[src/rtl/code_defs_pkg.sv]
// ---------------------------------------------------------------------------
// code_defs_pkg
// Shared widths and types for the 32-bit PCS receive datapath.
// Used by rx_gearbox_32b66b: word/header/block widths, the slip blanking
// length, count-width helpers and the gearbox phase enumeration.
// ---------------------------------------------------------------------------
package code_defs_pkg;

  localparam int GB_WORD_W     = 32;
  localparam int GB_HDR_W      = 2;
  localparam int GB_BLOCK_W    = 66;
  localparam int GB_SLIP_BLANK = 32;

  // Occupancy/availability counters reach at most 65, so 7 bits suffice.
  localparam int GB_CNT_W   = 7;
  // The blanking counter must hold GB_SLIP_BLANK.
  localparam int GB_BLANK_W = 6;
  // First half consumes header + 32 data bits.
  localparam int GB_HALF1_W = GB_WORD_W + GB_HDR_W;

  localparam logic [GB_CNT_W-1:0]   GB_WORD_CNT   = GB_CNT_W'(GB_WORD_W);
  localparam logic [GB_CNT_W-1:0]   GB_HALF1_CNT  = GB_CNT_W'(GB_HALF1_W);
  localparam logic [GB_BLANK_W-1:0] GB_BLANK_LOAD = GB_BLANK_W'(GB_SLIP_BLANK);

  typedef enum logic [0:0] {
    GB_FIRST  = 1'b0,
    GB_SECOND = 1'b1
  } gb_phase_t;

endpackage

[src/rtl/rx_gearbox_32b66b.sv]
// ---------------------------------------------------------------------------
// rx_gearbox_32b66b
// Receive gearbox: turns the unframed 32-bit transceiver word stream into
// 64b/66b block halves (32 data bits + 2-bit sync header) and performs
// single-bit slips requested by the block-lock state machine.
//
// Ports:
//   i_clk     recovered RX clock, rising edge
//   i_reset   asynchronous active-high reset
//   i_data    raw 32-bit line word, bit 0 earliest, sampled every cycle
//   i_slip    slip request, one accepted cycle discards one bit
//   o_data    block half for the descrambler
//   o_header  sync header of the current block, held for both halves
//   o_valid   o_data/o_header valid this cycle
//   o_first   o_data is the first half (block bits 33:2)
//
// Build option: define RX_GEARBOX_SLIP_BLANK_EN to ignore i_slip for
// GB_SLIP_BLANK cycles after each accepted slip.
// ---------------------------------------------------------------------------
module rx_gearbox_32b66b
  import code_defs_pkg::*;
(
  input  logic                 i_clk,
  input  logic                 i_reset,
  input  logic [GB_WORD_W-1:0] i_data,
  input  logic                 i_slip,
  output logic [GB_WORD_W-1:0] o_data,
  output logic [GB_HDR_W-1:0]  o_header,
  output logic                 o_valid,
  output logic                 o_first
);

  logic [GB_BLOCK_W-1:0] bit_buf_r;   // bit 0 is the oldest stored bit
  logic [GB_CNT_W-1:0]   cnt_r;
  gb_phase_t             phase_r;
  logic [GB_BLOCK_W-1:0] comb_s;
  logic [GB_CNT_W-1:0]   avail_s;
  logic                  slip_take_s;

  // Append the new word above the stored bits; an accepted slip drops the
  // oldest bit of the combined vector (i_data[0] when the buffer is empty).
  function automatic logic [GB_BLOCK_W-1:0] gb_combine(
    input logic [GB_BLOCK_W-1:0] held,
    input logic [GB_WORD_W-1:0]  word,
    input logic [GB_CNT_W-1:0]   fill,
    input logic                  drop
  );
    logic [GB_BLOCK_W-1:0] v;
    v = held | ({{(GB_BLOCK_W-GB_WORD_W){1'b0}}, word} << fill);
    return drop ? (v >> 1) : v;
  endfunction

`ifdef RX_GEARBOX_SLIP_BLANK_EN
  logic [GB_BLANK_W-1:0] blank_r;

  assign slip_take_s = i_slip & (blank_r == {GB_BLANK_W{1'b0}});

  // Blanking counter: loaded on an accepted slip, counts down to re-arm.
  always_ff @(posedge i_clk or posedge i_reset) begin
    if (i_reset) begin
      blank_r <= {GB_BLANK_W{1'b0}};
    end else if (slip_take_s) begin
      blank_r <= GB_BLANK_LOAD;
    end else if (blank_r != {GB_BLANK_W{1'b0}}) begin
      blank_r <= blank_r - {{(GB_BLANK_W-1){1'b0}}, 1'b1};
    end else begin
      blank_r <= blank_r;
    end
  end
`else
  assign slip_take_s = i_slip;
`endif

  // Combined vector and number of usable bits this cycle.
  always_comb begin
    comb_s  = gb_combine(bit_buf_r, i_data, cnt_r, slip_take_s);
    avail_s = cnt_r + GB_WORD_CNT - {{(GB_CNT_W-1){1'b0}}, slip_take_s};
  end

  // Phase FSM: emit a half when enough bits are available, keep the rest.
  always_ff @(posedge i_clk or posedge i_reset) begin
    if (i_reset) begin
      bit_buf_r <= {GB_BLOCK_W{1'b0}};
      cnt_r     <= {GB_CNT_W{1'b0}};
      phase_r   <= GB_FIRST;
      o_data    <= {GB_WORD_W{1'b0}};
      o_header  <= {GB_HDR_W{1'b0}};
      o_valid   <= 1'b0;
      o_first   <= 1'b0;
    end else begin
      case (phase_r)
        GB_FIRST: begin
          if (avail_s >= GB_HALF1_CNT) begin
            o_header  <= comb_s[GB_HDR_W-1:0];
            o_data    <= comb_s[GB_HALF1_W-1:GB_HDR_W];
            o_first   <= 1'b1;
            o_valid   <= 1'b1;
            bit_buf_r <= comb_s >> GB_HALF1_W;
            cnt_r     <= avail_s - GB_HALF1_CNT;
            phase_r   <= GB_SECOND;
          end else begin
            o_valid   <= 1'b0;
            bit_buf_r <= comb_s;
            cnt_r     <= avail_s;
          end
        end
        GB_SECOND: begin
          if (avail_s >= GB_WORD_CNT) begin
            o_data    <= comb_s[GB_WORD_W-1:0];
            o_first   <= 1'b0;
            o_valid   <= 1'b1;
            bit_buf_r <= comb_s >> GB_WORD_W;
            cnt_r     <= avail_s - GB_WORD_CNT;
            phase_r   <= GB_FIRST;
          end else begin
            o_valid   <= 1'b0;
            bit_buf_r <= comb_s;
            cnt_r     <= avail_s;
          end
        end
        default: begin
          o_valid   <= 1'b0;
          bit_buf_r <= comb_s;
          cnt_r     <= avail_s;
          phase_r   <= GB_FIRST;
        end
      endcase
    end
  end

endmodule

[config.mk]
export PLATFORM = sky130hd
export DESIGN_NAME = rx_gearbox_32b66b
export DESIGN_NICKNAME = d
export VERILOG_FILES = /design/src/rtl/code_defs_pkg.sv /design/src/rtl/rx_gearbox_32b66b.sv
export SDC_FILE = /design/constraint.sdc
export NUM_CORES = 1
export LEC_CHECK = 0
export BUFFER_PORTS_ARGS = -buffer_cell sky130_fd_sc_hd__buf_2
export CELL_PAD_IN_SITES_DETAIL_PLACEMENT = 1
export CELL_PAD_IN_SITES_GLOBAL_PLACEMENT = 2
export CORE_UTILIZATION = 40
export CTS_BUF_LIST = sky130_fd_sc_hd__clkbuf_8
export CTS_CLUSTER_DIAMETER = 40
export DETAILED_ROUTE_END_ITERATION = 8
export GPL_TIMING_DRIVEN = 0
export PLACE_DENSITY_LB_ADDON = 0.08
export SLEW_MARGIN = 10
export SYNTH_ARGS = -nofsm -noshare
export SYNTH_HDL_FRONTEND = slang
export SYNTH_SLANG_ARGS = --single-unit
[constraint.sdc]
create_clock -name i_clk -period 8.3 [get_ports i_clk]
set_clock_uncertainty 0.05 [all_clocks]
set_input_delay 0.415 -clock i_clk [delete_from_list [all_inputs] [get_ports i_clk]]
set_output_delay 0.415 -clock i_clk [all_outputs]
set_load 0.02 [all_outputs]
; Word level (Yosys, flattened, before mapping)
; Cells that the tools add are included.
[classes]
magnitude_cmp = 2
bitwise_logic = 2
n_shift = 1
reduce_logical = 2
add_sub_neg = 4
muxes = 18
eq_ne = 2
[ops]
columns = operator, count
row1 = 2-to-1 mux 66 bit, 3
row2 = one-hot mux 66 bit (2 select lines), 1
row3 = OR 66 bit, 1
row4 = left shift 32 x 7 -> 66 bit, 1
row5 = 2-to-1 mux 32 bit, 2
row6 = one-hot mux 32 bit (2 select lines), 1
row7 = >= comparator 7 x 6 -> 1 bit (second input constant), 2
row8 = 2-to-1 mux 7 bit, 2
row9 = one-hot mux 7 bit (2 select lines), 1
row10 = subtractor 7 x 6 -> 7 bit (second input constant), 2
row11 = adder 7 x 6 -> 7 bit (second input constant), 1
row12 = subtractor 7 x 1 -> 7 bit, 1
row13 = one-hot mux 1 bit (2 select lines), 3
row14 = 2-to-1 mux 1 bit, 5
row15 = AND reduction 2 bit, 2
row16 = inequality test 2 x 1 -> 1 bit (second input constant), 1
row17 = inequality test 2 bit (second input constant), 1
row18 = inverter 1 bit, 1
[totals]
out_inout_bits = 36
register_bits = 110
elab_cells = 38
inputBits = 35

; Logic depth before layout (Yosys ltp)
; Gate-level depths: netlist of the first run.
[logic_depth]
ltp_word = 5
mapped_depth = 22
depth_no_buf = 17

; Worst setup path before layout of the first run
; OpenSTA, ideal clock, no wires.
[synth_timing]
kind = register -> register
startpoint = register cnt_r[3]
endpoint = register o_data[29]
required_ns = 8.126
path_buffers = 6
t_arrival_ns = 4.205
stages_incl_launch_ff = 20
setup_time_ns = 0.124
synth_period_minus_slack_ns = 4.379
slack_ns = 3.921
path_cell_list = dfrtp_1 buf_2 clkinv_1 clkbuf_1 clkbuf_1 buf_1 ha_1 o21ai_0 o21ai_0 o41ai_1 nor2_2 ha_1 o21ai_0 o211ai_1 or3_1 clkbuf_1 nand2_1 clkbuf_1 nor2_1 a211o_1
[synth_between]
elab_chain_cells = 5
elab_cells_between_ends = 13
classes_between = add/sub: 2 / order compare: 2 / eq/ne: 2 / shift: 1 / mux: 4 / bitwise: 1 / reduce/logical: 1
[synth_lines]
columns = element, line_no
row1 = start: declaration, rx_gearbox_32b66b.sv:34  ; logic [GB_CNT_W-1:0] cnt_r;
row2 = start signal: assignment, rx_gearbox_32b66b.sv:84  ; cnt_r <= {GB_CNT_W{1'b0}};
row3 = start signal: assignment, rx_gearbox_32b66b.sv:99  ; cnt_r <= avail_s - GB_HALF1_CNT;
row4 = start signal: assignment, rx_gearbox_32b66b.sv:104  ; cnt_r <= avail_s;
row5 = adder 7 x 6 -> 7 bit or left shift 32 x 7 -> 66 bit (tied branches), "rx_gearbox_32b66b.sv:77, rx_gearbox_32b66b.sv:49"
row6 = subtractor 7 x 1 -> 7 bit or OR 66 bit (tied branches), "rx_gearbox_32b66b.sv:77, rx_gearbox_32b66b.sv:49"
row7 = >= comparator 7 x 6 -> 1 bit (tied with other cells), rx_gearbox_32b66b.sv:93  ; if (avail_s >= GB_HALF1_CNT) begin
row8 = inequality test 2 bit (no source line) (tied with other cells), -
row9 = AND reduction 2 bit (no source line) or one-hot mux 32 bit (2 select lines) (tied branches), -
row10 = end signal: assignment, rx_gearbox_32b66b.sv:86  ; o_data <= {GB_WORD_W{1'b0}};
row11 = end signal: assignment, rx_gearbox_32b66b.sv:95  ; o_data <= comb_s[GB_HALF1_W-1:GB_HDR_W];
row12 = end signal: assignment, rx_gearbox_32b66b.sv:109  ; o_data <= comb_s[GB_WORD_W-1:0];
row13 = end: declaration, rx_gearbox_32b66b.sv:27  ; output logic [GB_WORD_W-1:0] o_data,
; Parallel ways exist; a longest one is shown, timed or not. The select of a mux whose other input is x is not followed.
; A chain may end at the register's enable or synchronous reset.

; Worst setup path in the final report of the first run
[layout_timing]
startpoint = register cnt_r[3]
endpoint = register bit_buf_r[16]
[layout_between]
elab_chain_cells = 5
elab_cells_between_ends = 10
classes_between = add/sub: 2 / order compare: 2 / shift: 1 / mux: 4 / bitwise: 1
[layout_lines]
columns = element, line_no
row1 = adder 7 x 6 -> 7 bit or left shift 32 x 7 -> 66 bit (tied branches), "rx_gearbox_32b66b.sv:77, rx_gearbox_32b66b.sv:49"
row2 = subtractor 7 x 1 -> 7 bit or OR 66 bit (tied branches), "rx_gearbox_32b66b.sv:77, rx_gearbox_32b66b.sv:49"
row3 = >= comparator 7 x 6 -> 1 bit (tied with other cells), rx_gearbox_32b66b.sv:108  ; if (avail_s >= GB_WORD_CNT) begin
row4 = 2-to-1 mux 66 bit (on tied branches), "rx_gearbox_32b66b.sv:108, rx_gearbox_32b66b.sv:93"
row5 = one-hot mux 66 bit (2 select lines) (*), rx_gearbox_32b66b.sv:91  ; case (phase_r)
row6 = end signal: assignment, rx_gearbox_32b66b.sv:83  ; bit_buf_r <= {GB_BLOCK_W{1'b0}};
row7 = end signal: assignment, rx_gearbox_32b66b.sv:98  ; bit_buf_r <= comb_s >> GB_HALF1_W;
row8 = end signal: assignment, rx_gearbox_32b66b.sv:112  ; bit_buf_r <= comb_s >> GB_WORD_W;
row9 = end: declaration, rx_gearbox_32b66b.sv:33  ; logic [GB_BLOCK_W-1:0] bit_buf_r;
; Mark *: on every way between the ends. The rest lies on a longest branch, timed or not.

==> impl_results.html, run 1 <==
<table>
<tr><th>Metric</th><th>Value</th></tr>
<tr><th colspan="2">Logic synthesis</th></tr>
<tr><td>Asr flop ratio synth</td><td>100%</td></tr>
<tr><td>Post-synthesis area per instance</td><td>9.40 sq um</td></tr>
<tr><td>Main flop type after synthesis</td><td>dfrtp_1</td></tr>
<tr><td>Area leader, netlist</td><td>dfrtp_1</td></tr>
<tr><td>Sequential cell area fraction in the yosys report</td><td>30.8%</td></tr>
<tr><td>Cell Area, Synth</td><td>8950 sq um</td></tr>
<tr><td>Synth area leaders</td><td>dfrtp_1 31%, mux4_2 9.8%, mux2_2 6.3%</td></tr>
<tr><td>Synth Warn #</td><td>0</td></tr>
<tr><td>Count of cell types in the netlist</td><td>84</td></tr>
<tr><td>Ranking of synthesized cells by instance count</td><td>110 x dfrtp_1, 95 x nor2_1, 63 x nand2_1</td></tr>
<tr><td>Cell with the most instances after synthesis</td><td>dfrtp_1</td></tr>
<tr><td>Synthesized netlist net count</td><td>998</td></tr>
<tr><td>Fraction of post-synthesis cell area in the top cell type by area</td><td>30.8%</td></tr>
<tr><td>Synthesis-stage register bit count</td><td>110</td></tr>
<tr><td>Number of instances in the synthesized netlist</td><td>952</td></tr>
<tr><td>Number of synthesized flops with an enable pin</td><td>0</td></tr>
<tr><th colspan="2">Clock tree</th></tr>
<tr><td>H-tree depth</td><td>3</td></tr>
<tr><td>TritonCTS clock tree</td><td>done</td></tr>
<tr><td>Post-CTS sizing</td><td>0</td></tr>
<tr><td>Clock latency of the later-clocked register in the worst-skew pair</td><td>0.42 ns</td></tr>
<tr><td>Post-CTS setup buffer count</td><td>0</td></tr>
<tr><td>Clock Root Buffer</td><td>clkbuf_8</td></tr>
<tr><td>Clock-pin slew of the registers on the worst-case setup and hold paths</td><td>0.14 ns</td></tr>
<tr><td>Maximum buffer depth of the clock tree</td><td>2</td></tr>
<tr><td>Count of clock tree sinks</td><td>110</td></tr>
<tr><td>Hold bufs inserted after CTS</td><td>0</td></tr>
<tr><td>Clock buffers created by TritonCTS</td><td>9</td></tr>
<tr><th colspan="2">Route</th></tr>
<tr><td>DRC violation count after routing</td><td>0</td></tr>
<tr><td>Detailed-route wire length per cell</td><td>33.4 um</td></tr>
<tr><td>Detail Route Antenna Nets</td><td>0</td></tr>
<tr><td>Post-detailed-route via-to-cell ratio</td><td>6.99</td></tr>
<tr><td>Via count of the routed design</td><td>9,228</td></tr>
<tr><td>First-pass iteration count of the detailed router</td><td>7</td></tr>
<tr><td>Detailed Route Iter0 Violations</td><td>976</td></tr>
<tr><td>Sum of routed wire length over all layers</td><td>44.1 mm</td></tr>
<tr><th colspan="2">Setup path</th></tr>
<tr><td>Crit path DAT</td><td>6.67 ns</td></tr>
<tr><td>Cell family with most CP delay</td><td>buffers and inverters</td></tr>
<tr><td>Crit Path Category</td><td>reg2reg</td></tr>
<tr><td>Reg-to-reg critical path endpoint</td><td>bit_buf_r[16]</td></tr>
<tr><td>Reg2reg path depth</td><td>17</td></tr>
<tr><td>Register-to-register setup slack</td><td>1.83 ns</td></tr>
<tr><td>Cell with the biggest individual delay on the critical path</td><td>clkbuf_1</td></tr>
<tr><td>Cell type with the highest occurrence count on the critical path</td><td>clkbuf_1</td></tr>
<tr><td>Maximum cell stage delay along the critical path</td><td>0.66 ns</td></tr>
<tr><td>Worst path required time</td><td>8.50 ns</td></tr>
<tr><td>Startpoint of the lowest-slack register-to-register path</td><td>cnt_r[3]</td></tr>
<tr><td>Startpoint types</td><td>flop</td></tr>
<tr><td>Critical-path cell list</td><td>buf_2, clkinv_1, clkbuf_1, clkbuf_1, buf_1, ha_1, o21ai_0, o41ai_1, nor2_2, ha_1, o21ai_0, o211ai_1, or3_1, clkbuf_1, nand2_1, clkbuf_1, o221ai_1</td></tr>
<tr><td>Critical path capture point type</td><td>flop</td></tr>
<tr><td>Top fanout value on the critical path</td><td>10</td></tr>
<tr><td>Critical path launch point</td><td>cnt_r[3]</td></tr>
<tr><td>Buffers plus inverters on the worst setup path</td><td>7</td></tr>
<tr><th colspan="2">Global routing</th></tr>
<tr><td>Global-route wire length before repair</td><td>63.4 mm</td></tr>
<tr><td>GR Overflow Total</td><td>0</td></tr>
<tr><td>Total GRT Usage</td><td>39.3%</td></tr>
<tr><td>Pin count of the biggest net entering global routing</td><td>57</td></tr>
<tr><td>Antenna violations before repair</td><td>0</td></tr>
<tr><td>Via count of the first global-routing pass</td><td>9,059</td></tr>
<tr><th colspan="2">Floorplan</th></tr>
<tr><td>Standard-cell rows</td><td>54</td></tr>
<tr><td>I/O pin count</td><td>71</td></tr>
<tr><td>Vertical extent of the die</td><td>152 um</td></tr>
<tr><td>Starting density of the core</td><td>40.9%</td></tr>
<tr><td>Overall die width</td><td>152 um</td></tr>
<tr><td>Core area</td><td>21,900 sq um</td></tr>
<tr><td>Die Outline Area</td><td>23,000 sq um</td></tr>
<tr><th colspan="2">Timing</th></tr>
<tr><td>Worst Hold Margin</td><td>-0.0156 ns</td></tr>
<tr><td>Unrepaired setup endpoints after global routing</td><td>no</td></tr>
<tr><td>Slew margin rel.</td><td>23.2%</td></tr>
<tr><td>Final Max Slew Viols</td><td>0</td></tr>
<tr><td>Final hold violation count</td><td>13</td></tr>
<tr><td>Crit share post-route</td><td>78.0%</td></tr>
<tr><td>Setup TNS</td><td>0 ns</td></tr>
<tr><td>Final setup violation count</td><td>0</td></tr>
<tr><td>Transition time at the pin with the least slew margin</td><td>1.15 ns</td></tr>
<tr><td>Final period demand of the worst path</td><td>6.47 ns</td></tr>
<tr><td>Maximum operating frequency</td><td>155 MHz</td></tr>
<tr><th colspan="2">Place</th></tr>
<tr><td>HPWL reported at the end of detailed placement</td><td>34.6 mm</td></tr>
<tr><td>Buffers on Ports</td><td>70</td></tr>
<tr><td>Placer congestion estimate</td><td>1.02</td></tr>
<tr><th colspan="2">Run status</th></tr>
<tr><td>Status</td><td>finished with violations</td></tr>
<tr><td>Failing checks</td><td>negative hold slack</td></tr>
<tr><th colspan="2">Layout</th></tr>
<tr><td>Fraction of final layout cells with drive strength greater than 1</td><td>21.6%</td></tr>
<tr><td>Final #Nets</td><td>1,080</td></tr>
<tr><td>Area growth syn-to-layout</td><td>10.5%</td></tr>
<tr><th colspan="2">Min path</th></tr>
<tr><td>Worst hold path type</td><td>in2async</td></tr>
<tr><th colspan="2">Run</th></tr>
<tr><td>Maximum capacitance violations</td><td>0</td></tr>
</table>
[sequential cells by signal, summed over array words and instances, names as in the netlist]
| signal | count |
|---|---|
| o_data | 32 |
| cnt_r | 7 |
| o_valid | 1 |
| o_header | 2 |
| bit_buf_r | 66 |
| o_first | 1 |
| phase_r | 1 |
[cells by family after synthesis]
logic type	synth area share [%]
flops	30.8
buf+inv	5.19
fa+ha+maj	1.62
compound gates	25.2
xor+xnor	0.587
mux	22.0
simple gates	14.6
[layout make-up]
| class | instances | area, sq um |
|---|---|---|
| tap | 280 | 350 |
| buffer | 78 | 340 |
| clock inverter | 7 | 63.8 |
| inverter | 33 | 129 |
| timing repair buffer | 71 | 378 |
| clock buffer | 9 | 124 |
| antenna | 1 | 2.50 |
| fill | 2612 | 12000 |
| sequential | 110 | 2750 |
| multi-input combinational | 731 | 5750 |
[placed cells by master (no fill, tap or decap), types with 7 or more instances in the layout]
cell / n
a2bb2oi_1: 7
nor2b_1: 9
o22ai_1: 7
mux4_2: 39
o211ai_1: 19
nor2_1: 95
nand2b_1: 9
dfrtp_1: 110
or2_2: 10
mux2_2: 50
a211oi_1: 11
nand2_1: 63
o221ai_1: 17
a21oi_1: 30
clkbuf_1: 55
a22o_1: 8
a221oi_1: 12
nor3_1: 16
a22oi_1: 19
buf_2: 84
mux2i_1: 41
and2_1: 15
a211o_1: 7
nand3_1: 23
o2bb2ai_1: 7
o21bai_1: 8
a221o_1: 17
mux2_1: 7
or3_1: 12
a21o_1: 10
a32oi_1: 7
inv_1: 30
clkbuf_8: 9
o21ai_0: 36
ha_1: 10
a31oi_1: 13
[per-layer routing]
layer	share of wire [%]	GRT usage, %
met4	3.8	14.9
met5	0	0
met2	45	60.2
met3	8.3	6.65
met1	43	55.1
[worst max path at each step]
| stage | slack, ns | cells after the start | to |
|---|---|---|---|
| final | 1.83 | 17 | bit_buf_r[16] |
| after global routing | 1.55 | 17 | bit_buf_r[27] |
| after CTS | 2.00 | 17 | bit_buf_r[16] |
| after detailed placement | 2.06 | 17 | bit_buf_r[16] |
| after global placement | 2.04 | 17 | bit_buf_r[16] |
| after floorplan | 3.92 | 19 | o_data[29] |
[through the flow]
stage	area (sq um)	util, %	worst slack (ns)	instances
floorplan	8950	-	3.92	952
global placement	9650	44.1	2.04	1302
detailed placement	9690	44.3	2.06	1303
CTS	9880	45.1	2.00	1319
global route	9880	45.1	1.55	1319
finish	9890	45.2	1.83	1320
Power of run 1 is not shown: default switching activity piles up to over one toggle a cycle in this logic, so the estimate is an artifact.
==> run 2: changes to the inputs <==
==> constraint.sdc (replaced) <==
create_clock -name i_clk -period 6.4 [get_ports i_clk]
set_clock_uncertainty 0.05 [all_clocks]
set_input_delay 0.32 -clock i_clk [delete_from_list [all_inputs] [get_ports i_clk]]
set_output_delay 0.32 -clock i_clk [all_outputs]
set_load 0.02 [all_outputs]
==> impl_results.html, run 2 (synthesis gave the netlist of run 1 again) <==
<table>
<tr><th>Metric</th><th>Value</th></tr>
<tr><th colspan="2">Place</th></tr>
<tr><td>Buffers on Ports</td><td>70 (unchanged)</td></tr>
<tr><td>Pre-CTS setup slack</td><td>0.155 ns (-1.90 ns)</td></tr>
<tr><td>HPWL reported at the end of detailed placement</td><td>34.6 mm (unchanged)</td></tr>
<tr><td>Instance area at placement</td><td>9690 sq um (unchanged)</td></tr>
<tr><td>Placer congestion estimate</td><td>1.02 (unchanged)</td></tr>
<tr><th colspan="2">Clock tree</th></tr>
<tr><td>TritonCTS clock tree</td><td>done</td></tr>
<tr><td>Clock buffers created by TritonCTS</td><td>9 (unchanged)</td></tr>
<tr><td>Clock Root Buffer</td><td>clkbuf_8</td></tr>
<tr><td>H-tree depth</td><td>3 (unchanged)</td></tr>
<tr><td>Count of clock tree sinks</td><td>110 (unchanged)</td></tr>
<tr><td>Clock latency of the later-clocked register in the worst-skew pair</td><td>0.42 ns (about the same)</td></tr>
<tr><td>Clock-pin slew of the registers on the worst-case setup and hold paths</td><td>0.14 ns (about the same)</td></tr>
<tr><td>Post-CTS setup buffer count</td><td>0 (unchanged)</td></tr>
<tr><td>Maximum buffer depth of the clock tree</td><td>2 (unchanged)</td></tr>
<tr><th colspan="2">Timing</th></tr>
<tr><td>Final Max Slew Viols</td><td>0 (unchanged)</td></tr>
<tr><td>Maximum operating frequency</td><td>164 MHz (+6.0%)</td></tr>
<tr><td>Transition time at the pin with the least slew margin</td><td>1.13 ns (-0.0166 ns)</td></tr>
<tr><td>Crit share post-route</td><td>95.4% (+17 points)</td></tr>
<tr><td>Setup TNS</td><td>0 ns (unchanged)</td></tr>
<tr><td>Unrepaired setup endpoints after global routing</td><td>no</td></tr>
<tr><td>Post-layout worst setup margin</td><td>0.297 ns (-1.53 ns)</td></tr>
<tr><td>Final period demand of the worst path</td><td>6.10 ns (-0.369 ns)</td></tr>
<tr><td>Final hold violation count</td><td>0 (-13)</td></tr>
<tr><td>Final setup violation count</td><td>0 (unchanged)</td></tr>
<tr><td>Slew margin rel.</td><td>23.6% (+0.39 points)</td></tr>
<tr><th colspan="2">Route</th></tr>
<tr><td>Post-detailed-route via-to-cell ratio</td><td>6.92 (-0.95%)</td></tr>
<tr><td>Detailed Route Iter0 Violations</td><td>1,025 (+5.0%)</td></tr>
<tr><td>Via count of the routed design</td><td>9,140 (-0.95%)</td></tr>
<tr><td>Sum of routed wire length over all layers</td><td>44.1 mm (about the same)</td></tr>
<tr><td>Detail Route Antenna Nets</td><td>0 (unchanged)</td></tr>
<tr><td>DRC violation count after routing</td><td>0 (unchanged)</td></tr>
<tr><td>First-pass iteration count of the detailed router</td><td>7 (unchanged)</td></tr>
<tr><td>Detailed-route wire length per cell</td><td>33.4 um (about the same)</td></tr>
<tr><th colspan="2">Setup path</th></tr>
<tr><td>Cell with the biggest individual delay on the critical path</td><td>or3_1</td></tr>
<tr><td>Top fanout value on the critical path</td><td>10 (unchanged)</td></tr>
<tr><td>Critical-path cell list</td><td>buf_2, clkinv_1, clkbuf_1, clkbuf_1, clkbuf_2, ha_1, o21ai_0, o41ai_1, nor2_2, ha_1, o21ai_0, o211ai_1, or3_1, nand2_1, clkbuf_1, o221ai_1</td></tr>
<tr><td>Crit Path Category</td><td>reg2reg</td></tr>
<tr><td>Maximum cell stage delay along the critical path</td><td>0.62 ns (-0.04 ns)</td></tr>
<tr><td>Critical path capture point type</td><td>flop</td></tr>
<tr><td>Startpoint types</td><td>flop</td></tr>
<tr><td>Worst path required time</td><td>6.60 ns (-1.90 ns)</td></tr>
<tr><td>Crit path DAT</td><td>6.30 ns (-0.37 ns)</td></tr>
<tr><td>Cell type with the highest occurrence count on the critical path</td><td>clkbuf_1</td></tr>
<tr><th colspan="2">Floorplan</th></tr>
<tr><td>I/O pin count</td><td>71 (unchanged)</td></tr>
<tr><td>Overall die width</td><td>152 um (unchanged)</td></tr>
<tr><td>Starting density of the core</td><td>40.9% (unchanged)</td></tr>
<tr><td>Core area</td><td>21,900 sq um (unchanged)</td></tr>
<tr><td>Vertical extent of the die</td><td>152 um (unchanged)</td></tr>
<tr><td>Standard-cell rows</td><td>54 (unchanged)</td></tr>
<tr><td>Die Outline Area</td><td>23,000 sq um (unchanged)</td></tr>
<tr><th colspan="2">Layout</th></tr>
<tr><td>Fraction of final layout cells with drive strength greater than 1</td><td>21.8% (+0.29 points)</td></tr>
<tr><td>Area growth syn-to-layout</td><td>10.6%</td></tr>
<tr><td>Number of flip-flops in the largest register</td><td>66 (unchanged)</td></tr>
<tr><td>Final #Nets</td><td>1,080 (unchanged)</td></tr>
<tr><td>Biggest register</td><td>bit_buf_r</td></tr>
<tr><td>Final Util</td><td>45.2% (+0.046 points)</td></tr>
<tr><td>Largest registers</td><td>bit_buf_r x66, o_data x32, cnt_r x7</td></tr>
<tr><td>Most frequent standard cell in the layout excluding fill and tap cells</td><td>dfrtp_1</td></tr>
<tr><td>Leading cell types in the layout, fill and taps excluded</td><td>110 x dfrtp_1, 95 x nor2_1, 84 x buf_2, 63 x nand2_1, 52 x clkbuf_1</td></tr>
<tr><td>Non-Filler Cell Area, Final</td><td>9900 sq um (+0.10%)</td></tr>
<tr><th colspan="2">Global routing</th></tr>
<tr><td>Pin count of the biggest net entering global routing</td><td>57 (unchanged)</td></tr>
<tr><td>Via count of the first global-routing pass</td><td>9,071 (+0.13%)</td></tr>
<tr><td>Global-route wire length before repair</td><td>63.4 mm (about the same)</td></tr>
<tr><td>Antenna violations before repair</td><td>0 (unchanged)</td></tr>
<tr><td>Total GRT Usage</td><td>39.3% (about the same)</td></tr>
<tr><td>GR Overflow Total</td><td>0 (unchanged)</td></tr>
<tr><th colspan="2">Run status</th></tr>
<tr><td>Status</td><td>completed</td></tr>
<tr><th colspan="2">Run</th></tr>
<tr><td>Maximum capacitance violations</td><td>0 (unchanged)</td></tr>
<tr><th colspan="2">Min path</th></tr>
<tr><td>Worst hold path type</td><td>in2reg</td></tr>
</table>
-- run 2: worst paths after layout --
kind | from | end | slack, ns | cells after the start
max | cnt_r[3] | bit_buf_r[23] | 0.30 | 16
min | i_slip | cnt_r[0] | 0.37 | 3
max reg2reg | cnt_r[3] | bit_buf_r[23] | 0.30 | 16
min reg2reg | o_data[5] | o_data[5] | 0.44 | 1
max in group asynchronous | i_reset | bit_buf_r[13] | 5.15 | 4
min in group asynchronous | i_reset | o_data[22] | 0.45 | 3
-- run 2: worst max-delay path, delay by kind of cell, from the launching register on --
| kind | cells | cell delay [ns] |
|---|---|---|
| buffers and inverters | 6 | 2.51 |
| AOI/OAI and AO/OA | 5 | 1.24 |
| and+or+nand+nor | 3 | 1.15 |
| adders and majority gates | 2 | 0.56 |
| DFF | 1 | 0.40 |
-- run 2: per-stage QoR --
stage / hold slack, ns / std cells
2_1_floorplan: 0.479 / 952
3_5_place_dp: 0.381 / 1303
3_3_place_gp: 0.410 / 1302
6_report: 0.367 / 1320
5_1_grt: 0.400 / 1319
4_1_cts: 0.364 / 1320
-- run 2: area by class of cell --
| cell class | instances | area, sq um |
|---|---|---|
| Fill cell | 2606 | 12000 |
| Multi-Input combinational cell | 731 | 5750 |
| Sequential cell | 110 | 2750 |
| Timing Repair Buffer | 72 | 388 |
| Tap cell | 280 | 350 |
| Buffer | 77 | 340 |
| Inverter | 33 | 129 |
| Clock buffer | 9 | 124 |
| Clock inverter | 7 | 63.8 |
| Antenna cell | 1 | 2.50 |
-- run 2: what timing repair did --
item | in CTS | in global routing
resized for setup | 0 | 5
endpoints found under the setup margin | 0 | 50
hold endpoints to repair | 55 | 0
hold buffers | 1 | 0
-- run 2: layer usage --
metal	routed length, um	up-vias	global-route usage [%]
li1	-	3850	-
met1	18900	4660	55.1
met2	19700	530	60.2
met3	3780	100	6.65
met4	1720	0	14.9
met5	0	-	0
Power of run 2 is left out for the same reason.
